## src/rtl/axis_pkg.sv

```systemverilog
`timescale 1ns/1ps
// Shared AXI-Stream widths and the packet arbiter state encoding for the CMAC-side blocks.
package axis_pkg;

    localparam int AXIS_TDATA_W = 512;
    localparam int AXIS_TKEEP_W = AXIS_TDATA_W / 8;
    localparam int AXIS_TUSER_W = 1;

    typedef enum logic [1:0] {
        IDLE = 2'd0,
        PASS = 2'd1,
        DROP = 2'd2
    } arb_state_e;

    function automatic logic [15:0] sat_inc16(input logic [15:0] v);
        return (v == 16'hFFFF) ? v : v + 16'd1;
    endfunction

endpackage

```

## src/rtl/axis_out_reg.sv

```systemverilog
`timescale 1ns/1ps
// Single-entry AXI-Stream output register; payload is frozen while valid is held against a stall.
module axis_out_reg #(
    parameter int DW = 512,
    parameter int KW = 64,
    parameter int UW = 1
) (
    input  logic          clk,
    input  logic          rst_n,
    input  logic          i_valid,
    input  logic [DW-1:0] i_data,
    input  logic [KW-1:0] i_keep,
    input  logic [UW-1:0] i_user,
    input  logic          i_last,
    output logic          o_load_ok,
    output logic          o_valid,
    output logic [DW-1:0] o_data,
    output logic [KW-1:0] o_keep,
    output logic [UW-1:0] o_user,
    output logic          o_last,
    input  logic          i_ready
);

    logic          r_valid;
    logic [DW-1:0] r_data;
    logic [KW-1:0] r_keep;
    logic [UW-1:0] r_user;
    logic          r_last;

    // Accept a new beat when empty or when the held beat leaves this cycle.
    assign o_load_ok = !r_valid || i_ready;

    always_ff @(posedge clk or negedge rst_n) begin
        if (!rst_n) begin
            r_valid <= 1'b0;
            r_data  <= '0;
            r_keep  <= '0;
            r_user  <= '0;
            r_last  <= 1'b0;
        end else if (i_valid && o_load_ok) begin
            r_valid <= 1'b1;
            r_data  <= i_data;
            r_keep  <= i_keep;
            r_user  <= i_user;
            r_last  <= i_last;
        end else if (i_ready) begin
            r_valid <= 1'b0;
        end
    end

    assign o_valid = r_valid;
    assign o_data  = r_data;
    assign o_keep  = r_keep;
    assign o_user  = r_user;
    assign o_last  = r_last;

endmodule

```

## src/rtl/cmac_tx_pkt_arbiter.sv

```systemverilog
`timescale 1ns/1ps
// Packet-granular round-robin 2:1 AXIS arbiter in front of the CMAC TX path,
// with runaway-packet truncation and per-source statistics.
module cmac_tx_pkt_arbiter
    import axis_pkg::*;
#(
    parameter int TDATA_WIDTH   = AXIS_TDATA_W,
    parameter int TKEEP_WIDTH   = AXIS_TKEEP_W,
    parameter int TUSER_WIDTH   = AXIS_TUSER_W,
    parameter int MAX_PKT_BEATS = 32
) (
    input  logic                   CLK,
    input  logic                   RST_N,
    input  logic [1:0]             src_en,

    input  logic                   s0_axis_tvalid,
    output logic                   s0_axis_tready,
    input  logic                   s0_axis_tlast,
    input  logic [TDATA_WIDTH-1:0] s0_axis_tdata,
    input  logic [TKEEP_WIDTH-1:0] s0_axis_tkeep,
    input  logic [TUSER_WIDTH-1:0] s0_axis_tuser,

    input  logic                   s1_axis_tvalid,
    output logic                   s1_axis_tready,
    input  logic                   s1_axis_tlast,
    input  logic [TDATA_WIDTH-1:0] s1_axis_tdata,
    input  logic [TKEEP_WIDTH-1:0] s1_axis_tkeep,
    input  logic [TUSER_WIDTH-1:0] s1_axis_tuser,

    output logic                   m_axis_tvalid,
    input  logic                   m_axis_tready,
    output logic                   m_axis_tlast,
    output logic [TDATA_WIDTH-1:0] m_axis_tdata,
    output logic [TKEEP_WIDTH-1:0] m_axis_tkeep,
    output logic [TUSER_WIDTH-1:0] m_axis_tuser,

    output logic [31:0]            pkt_cnt0,
    output logic [31:0]            pkt_cnt1,
    output logic [15:0]            trunc_cnt,
    output logic [1:0]             cur_grant
);

    localparam int BCW = $clog2(MAX_PKT_BEATS) + 1;

    arb_state_e         r_state;
    logic [1:0]         r_grant;
    logic               r_rr_last;
    logic [BCW-1:0]     r_beat_cnt;
    logic [1:0][31:0]   r_pkt_cnt;
    logic [15:0]        r_trunc_cnt;

    logic [1:0]             w_elig;
    logic                   w_gidx;
    logic                   w_sel_valid;
    logic                   w_sel_last;
    logic [TDATA_WIDTH-1:0] w_sel_data;
    logic [TKEEP_WIDTH-1:0] w_sel_keep;
    logic [TUSER_WIDTH-1:0] w_sel_user;
    logic [TUSER_WIDTH-1:0] w_out_user;
    logic [1:0]             w_s_ready;
    logic                   w_out_ok;
    logic                   w_acc;
    logic                   w_at_limit;
    logic                   w_cut;
    logic                   w_load;

    assign w_elig = {s1_axis_tvalid & src_en[1], s0_axis_tvalid & src_en[0]};
    assign w_gidx = r_grant[1];

    assign w_sel_valid = w_gidx ? s1_axis_tvalid : s0_axis_tvalid;
    assign w_sel_last  = w_gidx ? s1_axis_tlast  : s0_axis_tlast;
    assign w_sel_data  = w_gidx ? s1_axis_tdata  : s0_axis_tdata;
    assign w_sel_keep  = w_gidx ? s1_axis_tkeep  : s0_axis_tkeep;
    assign w_sel_user  = w_gidx ? s1_axis_tuser  : s0_axis_tuser;

    // Only the granted source sees ready; DROP swallows beats regardless of the output side.
    always_comb begin
        w_s_ready = 2'b00;
        case (r_state)
            PASS:    w_s_ready = r_grant & {2{w_out_ok}};
            DROP:    w_s_ready = r_grant;
            default: w_s_ready = 2'b00;
        endcase
    end

    assign s0_axis_tready = w_s_ready[0];
    assign s1_axis_tready = w_s_ready[1];

    assign w_acc      = w_sel_valid & (|w_s_ready);
    assign w_at_limit = (r_beat_cnt == BCW'(MAX_PKT_BEATS - 1));
    assign w_cut      = w_at_limit & ~w_sel_last;
    assign w_load     = (r_state == PASS) & w_acc;

    // A cut packet is closed on the output with tuser[0] flagged as an error marker.
    always_comb begin
        w_out_user = w_sel_user;
        if (w_cut) w_out_user[0] = 1'b1;
    end

    axis_out_reg #(
        .DW (TDATA_WIDTH),
        .KW (TKEEP_WIDTH),
        .UW (TUSER_WIDTH)
    ) u_out_reg (
        .clk       (CLK),
        .rst_n     (RST_N),
        .i_valid   (w_load),
        .i_data    (w_sel_data),
        .i_keep    (w_sel_keep),
        .i_user    (w_out_user),
        .i_last    (w_sel_last | w_cut),
        .o_load_ok (w_out_ok),
        .o_valid   (m_axis_tvalid),
        .o_data    (m_axis_tdata),
        .o_keep    (m_axis_tkeep),
        .o_user    (m_axis_tuser),
        .o_last    (m_axis_tlast),
        .i_ready   (m_axis_tready)
    );

    always_ff @(posedge CLK or negedge RST_N) begin
        if (!RST_N) begin
            r_state     <= IDLE;
            r_grant     <= 2'b00;
            r_rr_last   <= 1'b1;
            r_beat_cnt  <= '0;
            r_pkt_cnt   <= '0;
            r_trunc_cnt <= '0;
        end else begin
            case (r_state)
                IDLE: begin
                    if (|w_elig) begin
                        r_state    <= PASS;
                        r_beat_cnt <= '0;
                        // Under contention the source not served last wins.
                        if (&w_elig) r_grant <= r_rr_last ? 2'b01 : 2'b10;
                        else         r_grant <= w_elig;
                    end
                end
                PASS: begin
                    if (w_acc) begin
                        r_beat_cnt <= r_beat_cnt + BCW'(1);
                        if (w_sel_last) begin
                            r_pkt_cnt[w_gidx] <= r_pkt_cnt[w_gidx] + 32'd1;
                            r_rr_last         <= w_gidx;
                            r_grant           <= 2'b00;
                            r_state           <= IDLE;
                        end else if (w_at_limit) begin
                            r_trunc_cnt <= sat_inc16(r_trunc_cnt);
                            r_rr_last   <= w_gidx;
                            r_state     <= DROP;
                        end
                    end
                end
                DROP: begin
                    if (w_acc && w_sel_last) begin
                        r_grant <= 2'b00;
                        r_state <= IDLE;
                    end
                end
                default: r_state <= IDLE;
            endcase
        end
    end

    assign pkt_cnt0  = r_pkt_cnt[0];
    assign pkt_cnt1  = r_pkt_cnt[1];
    assign trunc_cnt = r_trunc_cnt;
    assign cur_grant = r_grant;

endmodule

```

## config.mk

```make
export PLATFORM = sky130hd
export DESIGN_NAME = cmac_tx_pkt_arbiter
export DESIGN_NICKNAME = d
export VERILOG_FILES = /design/src/rtl/axis_pkg.sv /design/src/rtl/axis_out_reg.sv /design/src/rtl/cmac_tx_pkt_arbiter.sv
export SDC_FILE = /design/constraint.sdc
export NUM_CORES = 1
export LEC_CHECK = 0
export ABC_AREA = 1
export BUFFER_PORTS_ARGS = -buffer_cell sky130_fd_sc_hd__buf_2
export CAP_MARGIN = 20
export CORE_AREA = 2 2 707 709
export DETAILED_ROUTE_END_ITERATION = 8
export DIE_AREA = 0 0 709 711
export PLACE_DENSITY = 0.3
export SLEW_MARGIN = 20
export SYNTH_ARGS = -nofsm -noshare
export SYNTH_HDL_FRONTEND = slang
export SYNTH_SLANG_ARGS = --single-unit
```

## constraint.sdc

```tcl
create_clock -name CLK -period 1.9 [get_ports CLK]
set_input_delay 0.38 -clock CLK [delete_from_list [all_inputs] [get_ports CLK]]
set_output_delay 0.38 -clock CLK [all_outputs]
set_load 0.02 [all_outputs]
```

# Yosys cells after proc, flatten, opt, wreduce, memory -nomap -nowiden

Cells that the tools add are included.

Add/sub/neg operators: 3
Multipliers: 0
Div/mod/pow operators: 0
Order comparisons: 2
Equality and inequality tests: 9
Shift operators: 0
Muxes and demuxes: 31
Bitwise operators: 9
Reductions and logical operators: 19

Operators by type and width:

| cell                                                 | count |
|---|---|
| 2-to-1 mux 512 bit                                   | 1 |
| 2-to-1 mux 32 bit                                    | 3 |
| bitwise mux 64 bit                                   | 1 |
| 2-to-1 mux 64 bit                                    | 1 |
| adder 32 x 1 -> 32 bit (second input constant)       | 1 |
| demux 32 bit (select 1 bit)                          | 1 |
| 2-to-1 mux 2 bit                                     | 10 |
| adder 16 x 1 -> 16 bit (second input constant)       | 1 |
| equality test 16 bit (second input constant)         | 1 |
| 2-to-1 mux 6 bit                                     | 2 |
| one-hot mux 2 bit (3 select lines)                   | 2 |
| one-hot mux 6 bit (2 select lines)                   | 1 |
| AND reduction 5 bit                                  | 2 |
| AND reduction 3 bit                                  | 3 |
| 2-to-1 mux 1 bit                                     | 8 |
| inequality test 2 bit (second input constant)        | 4 |
| adder 6 x 1 -> 6 bit (second input constant)         | 1 |
| equality test 6 x 5 -> 1 bit (second input constant) | 1 |
| nonzero test 2 bit                                   | 3 |
| AND 1 bit                                            | 5 |
| one-hot mux 2 bit (2 select lines)                   | 1 |
| AND reduction 4 bit                                  | 1 |
| OR reduction 2 bit                                   | 2 |
| logical AND 1 bit                                    | 3 |
| 13 further kinds                                     | 14 |

Flip-flop bits (word level): 670
Bits in latches: 0
RAM bits: 0
ROM bits: 0
Bits of input ports: 1163
Output and inout port bits: 663
Logic and storage cells: 85
Memories kept: 0

# Longest topological paths before layout

Depth after elaboration: 9
Depth in mapped cells: 15
Depth with buffers taken out: 14

# By module

A second synthesis with hierarchy kept.

Cell total of the unflattened synthesis: 5184
Area, all modules: 35491.5 um^2

Modules (own cells, without submodules):

| module              | instances | cells each | area an instance (um^2) | sequential area each (um^2) |
|---|---|---|---|---|
| axis_out_reg        | 1         | 2509       | 22716.8                 | 14488.9 |
| cmac_tx_pkt_arbiter | 1         | 2675       | 12774.8                 | 2278.4 |

# Worst setup path before layout

No wires, ideal clock.

Kind: register -> register
From: register r_grant[1], in the netlist cur_grant[1]
To: register r_pkt_cnt (netlist bit pkt_cnt0[14])
Setup time: 0.117 ns
Arrival time: 1.943 ns
Data required time: 1.783 ns
Slack: -0.160 ns
Cell stages (with the launch flop): 13
Path buffers: 1
Period minus slack after synthesis: 2.060 ns
Cells stage by stage: dfrtp_1 -> buf_6 -> inv_4 -> o21ai_0 -> inv_1 -> ha_1 -> nand2_1 -> nor2_1 -> nand2_1 -> nor2_2 -> xor2_1 -> nand2_1 -> nand2_1

Longest elaborated chain between the ends: 5
Elaborated cells on any way between the ends: 16
Those cells by class: add/sub: 1; order compare: 2; mux: 8; bitwise: 2; reduce/logical: 3

RTL lines:

| element                                                        | RTL line                   | source |
|---|---|---|
| from (decl)                                                    | cmac_tx_pkt_arbiter.sv:46  | `logic [1:0] r_grant;` |
| from (signal assigned)                                         | cmac_tx_pkt_arbiter.sv:136 | `if (&w_elig) r_grant <= r_rr_last ? 2'b01 : 2'b10;` |
| from (signal assigned)                                         | cmac_tx_pkt_arbiter.sv:137 | `else r_grant <= w_elig;` |
| branches (longest 5 deep; another with adder 32 x 1 -> 32 bit) | --                         |  |
| to (signal, indexed assignment)                                | cmac_tx_pkt_arbiter.sv:144 | `r_pkt_cnt[w_gidx] <= r_pkt_cnt[w_gidx] + 32'd1;` |
| to (decl)                                                      | cmac_tx_pkt_arbiter.sv:49  | `logic [1:0][31:0] r_pkt_cnt;` |

Several ways; the timed one is not identified. The select of a mux whose other input is x is not followed.
A chain may end at the register's enable or synchronous reset.

# Worst setup path after layout

From: register r_state[0]
To: register u_out_reg.r_data[345], in the netlist u_out_reg.o_data[345]

Longest elaborated chain between the ends: 6
Elaborated cells on any way between the ends: 7
Those cells by class: eq/ne: 2; mux: 1; bitwise: 2; reduce/logical: 2

RTL lines:

| element                                                                    | RTL line                                             | source |
|---|---|---|
| from (decl)                                                                | cmac_tx_pkt_arbiter.sv:45                            | `arb_state_e r_state;` |
| from (signal assigned)                                                     | cmac_tx_pkt_arbiter.sv:123                           | `r_state <= IDLE;` |
| from (signal assigned)                                                     | cmac_tx_pkt_arbiter.sv:133                           | `r_state <= PASS;` |
| from (signal assigned)                                                     | cmac_tx_pkt_arbiter.sv:147                           | `r_state <= IDLE;` |
| equality test 2 bit / equality test 2 x 1 -> 1 bit (equally long branches) | cmac_tx_pkt_arbiter.sv:79, cmac_tx_pkt_arbiter.sv:92 |  |
| one-hot mux 2 bit (2 select lines)                                         | cmac_tx_pkt_arbiter.sv:79                            | `case (r_state)` |
| OR reduction 2 bit                                                         | cmac_tx_pkt_arbiter.sv:89                            | `assign w_acc = w_sel_valid & (\|w_s_ready);` |
| AND 1 bit                                                                  | cmac_tx_pkt_arbiter.sv:89                            |  |
| AND 1 bit (*)                                                              | cmac_tx_pkt_arbiter.sv:92                            | `assign w_load = (r_state == PASS) & w_acc;` |
| logical AND 1 bit (*)                                                      | axis_out_reg.sv:40                                   | `end else if (i_valid && o_load_ok) begin` |
| to (signal assigned)                                                       | axis_out_reg.sv:42                                   | `r_data <= i_data;` |
| to (decl)                                                                  | axis_out_reg.sv:25                                   | `logic [DW-1:0] r_data;` |

Mark *: on every way between the ends. The rest lies on a longest branch, timed or not.

==> summary.md <==
| Metric | Value |
|---|---|
| Final hold vios | `0` |
| CP Launch Type | `flip-flop` |
| Vias/cell | `3.21` |
| PD cells | `1310 nW/um^2` |
| Largest net degree at the start of global routing | `97` |
| DP Worst Slack | `-0.486 ns` |
| Top post-synthesis cells by area | `dfrtp_1 53%, nand2_1 18%, a31oi_1 11%` |
| Layout cells sized above 1 | `35.6%` |
| Post-route minimum period | `2.51 ns` |
| Min Hold Slack | `0.0904 ns` |
| RSZ-0062 raised after global routing | `true` |
| Die height | `711 um` |
| RePlAce Congestion | `1.10` |
| Seq/Total Area, Yosys | `52.9%` |
| Worst min path class | `primary input to flip-flop` |
| Worst Tran Pin Value | `0.691 ns` |
| Max-Cap Viols | `0` |
| Slew Limit Fails | `0` |
| Final WL | `420 mm` |
| TritonCTS clock tree | `done` |
| Initial DRT Pass Iterations | `6` |
| Ys flop type | `dfrtp_1` |
| Sink Count | `670` |
| Mapped Area | `31700 um^2` |
| CP Class | `flip-flop to flip-flop` |
| Top-Level Pins | `1826` |
| CP Capture Type | `flip-flop` |
| Initial antenna violation count | `373` |
| Worst Path Required | `2.64 ns` |
| Worst Hold Path Cells | `4` |
| Die X | `709 um` |
| Clock latency on the worst-skew pair | `0.87 ns` |
| Count of cell types in the netlist | `40` |
| Area leader, netlist | `dfrtp_1` |
| Worst-path clk slew | `0.06 ns` |
| Die footprint | `504000 um^2` |
| Buffers on Ports | `1825` |
| Status | `complete, but fails checks` |
| Share of the synthesized area in the top cell type | `52.8%` |
| Clock Path Buffers | `4` |
| Failing checks | `antenna rules, setup timing` |
| CTS H-tree lvls | `3` |
| GR Util All Layers | `15.8%` |
| Fin crit share | `132%` |
| YS warnings | `0` |
| Clock skew | `0.0567 ns` |
| Net Count, Synth | `5166` |
| Vias in the first global route | `45200` |
| #FFs+latches synth | `670` |
| Post-synth ARST share | `100%` |
| Num CTS Buffers | `103` |
| Post-place instance area | `51300 um^2` |
| Post-synth EDFFs | `0` |
| Root Buffer | `clkbuf_16` |
| Syn_area_per_cell | `7.93 um^2` |
| Commonest non-fill, non-tap cell in the layout | `buf_2` |
| Design Area, Final | `71100 um^2` |
| First-iteration detailed-routing DRC count | `3711` |
| Total core area | `496000 um^2` |
| DPL Wire Length | `350 mm` |
| Final net count | `8509` |
| Leak pwr | `32.7 nW` |
| Cell Rows | `259` |
| Avg WL per Cell | `29.4 um` |
| Effective utilization at floorplan | `6.39%` |
| Fmax | `398 MHz` |
| Most frequent cells in the layout | `1819 x buf_2, 1545 x nand2_1, 1152 x dlygate4sd3_1, 666 x dfrtp_1, 611 x nor2_1` |
| Final worst setup slack | `-0.615 ns` |
| Max IR drop VDD | `0.809 mV` |
| # DRC | `0` |
| Final setup vio count | `806` |
| WP data arrival | `3.25 ns` |
| Worst-path fanout max | `6` |
| Area growth from synthesis to layout | `124%` |
| Fin cells | `14300` |
| Relative slew slack | `53.9%` |
| Post-synthesis instance total | `3996` |
| Post-route ant nets | `4` |
| First-pass GRT wire length | `513 mm` |
| Routed vias | `45900` |
| Global route total overflow | `0` |
| Setup TNS Final | `-283.92 ns` |
| Placed Cells | `12600` |
| Reg2Reg Depth | `16` |
## state kept, by name (all words and copies together), names as in the netlist
name	flops
r_state	2
u_out_reg.o_keep	64
pkt_cnt0	32
r_beat_cnt	6
u_out_reg.o_valid	1
cur_grant	2
u_out_reg.o_user	1
u_out_reg.o_last	1
pkt_cnt1	32
u_out_reg.o_data	512
r_rr_last	1
trunc_cnt	16
## worst paths after layout
check	startpoint	endpoint	slack [ns]
worst max-delay path	r_state[0]	u_out_reg.o_data[345]	-0.61
worst min-delay path	s1_axis_tdata[188]	u_out_reg.o_data[188]	0.09
worst max register to register	r_state[0]	u_out_reg.o_data[345]	-0.61
worst min register to register	r_rr_last	r_rr_last	0.50
max in group asynchronous	RST_N	u_out_reg.o_data[353]	0.83
min in group asynchronous	RST_N	u_out_reg.o_data[124]	0.48
## what timing repair did
action,CTS,global route
hold endpoints to repair,962,0
buffers inserted,72,29
pin swaps,14,4
gates resized for setup,257,74
hold buffers,1152,0
gates cloned,50,37
endpoints found under the setup margin,1104,1036
## cell usage after synthesis, types with 5 or more instances
master       n
nand2_1   1553
dfrtp_1    669
nor2_1     648
a31oi_1    576
buf_2      127
clkbuf_1    91
inv_1       72
o21ai_0     45
buf_4       38
nand3_1     36
buf_6       19
o21ai_1     19
xor2_1      18
xnor2_1     12
nand4_1     11
nor2_2       8
ha_1         7
buf_1        6
nor3_1       5
## logic make-up after synthesis
| family | count (synthesis) | synth area share (%) |
|---|---|---|
| simple gates | 2279 | 27.5 |
| flops | 670 | 52.9 |
| compound gates | 652 | 12.7 |
| buf+inv | 357 | 5.67 |
| xor+xnor | 30 | 0.829 |
| fa+ha+maj | 7 | 0.276 |
| mux | 1 | 0.0316 |
## report_power, final
group          internal [W]  switching [W]  total (W)
combinational        0.0152         0.0334     0.0486
sequential           0.0199        0.00431     0.0242
clock                0.0117        0.00861     0.0203
total                0.0467         0.0464     0.0931
## through the flow
stage | power, W | util, %
2_1_floorplan | 0.0419 | -
3_3_place_gp | 0.0684 | 10.3
3_5_place_dp | 0.0682 | 10.3
4_1_cts | 0.0942 | 14.0
5_1_grt | 0.0981 | 14.3
6_report | 0.0931 | 14.3
## cell type report
type / count / area [um^2]
antenna: 221 / 553
sequential: 670 / 16800
clock buffer: 149 / 3040
fill: 57400 / 425000
multi-input combinational: 2969 / 13600
clock inverter: 38 / 402
timing repair buffer: 3520 / 28100
tap: 6655 / 8330
inverter: 75 / 313
## routing by layer
metal | share of wire (%) | wire length, um | vias up | global-route usage, %
met5 | 0.18 | 750 | - | 0.00952
met4 | 5.4 | 22600 | 116 | 6.68
met3 | 10 | 43400 | 775 | 6.34
met2 | 42 | 176000 | 2313 | 23.7
met1 | 42 | 177000 | 22500 | 19.8
li1 | - | - | 20200 | -
## critical path, cell delays in order, from the launching register on
cell       delay (ns)
dfrtp_1          0.39
buf_4            0.15
ha_4             0.16
nand2_2          0.07
nand2_2          0.07
buf_4            0.15
o2111ai_4        0.08
nor2_4           0.07
buf_12           0.15
buf_16           0.17
buf_8            0.12
buf_12           0.13
buf_12           0.13
buf_12           0.14
buf_12           0.12
buf_16           0.13
a31oi_1          0.16
No activity file was read; power rests on OpenSTA's default activity.
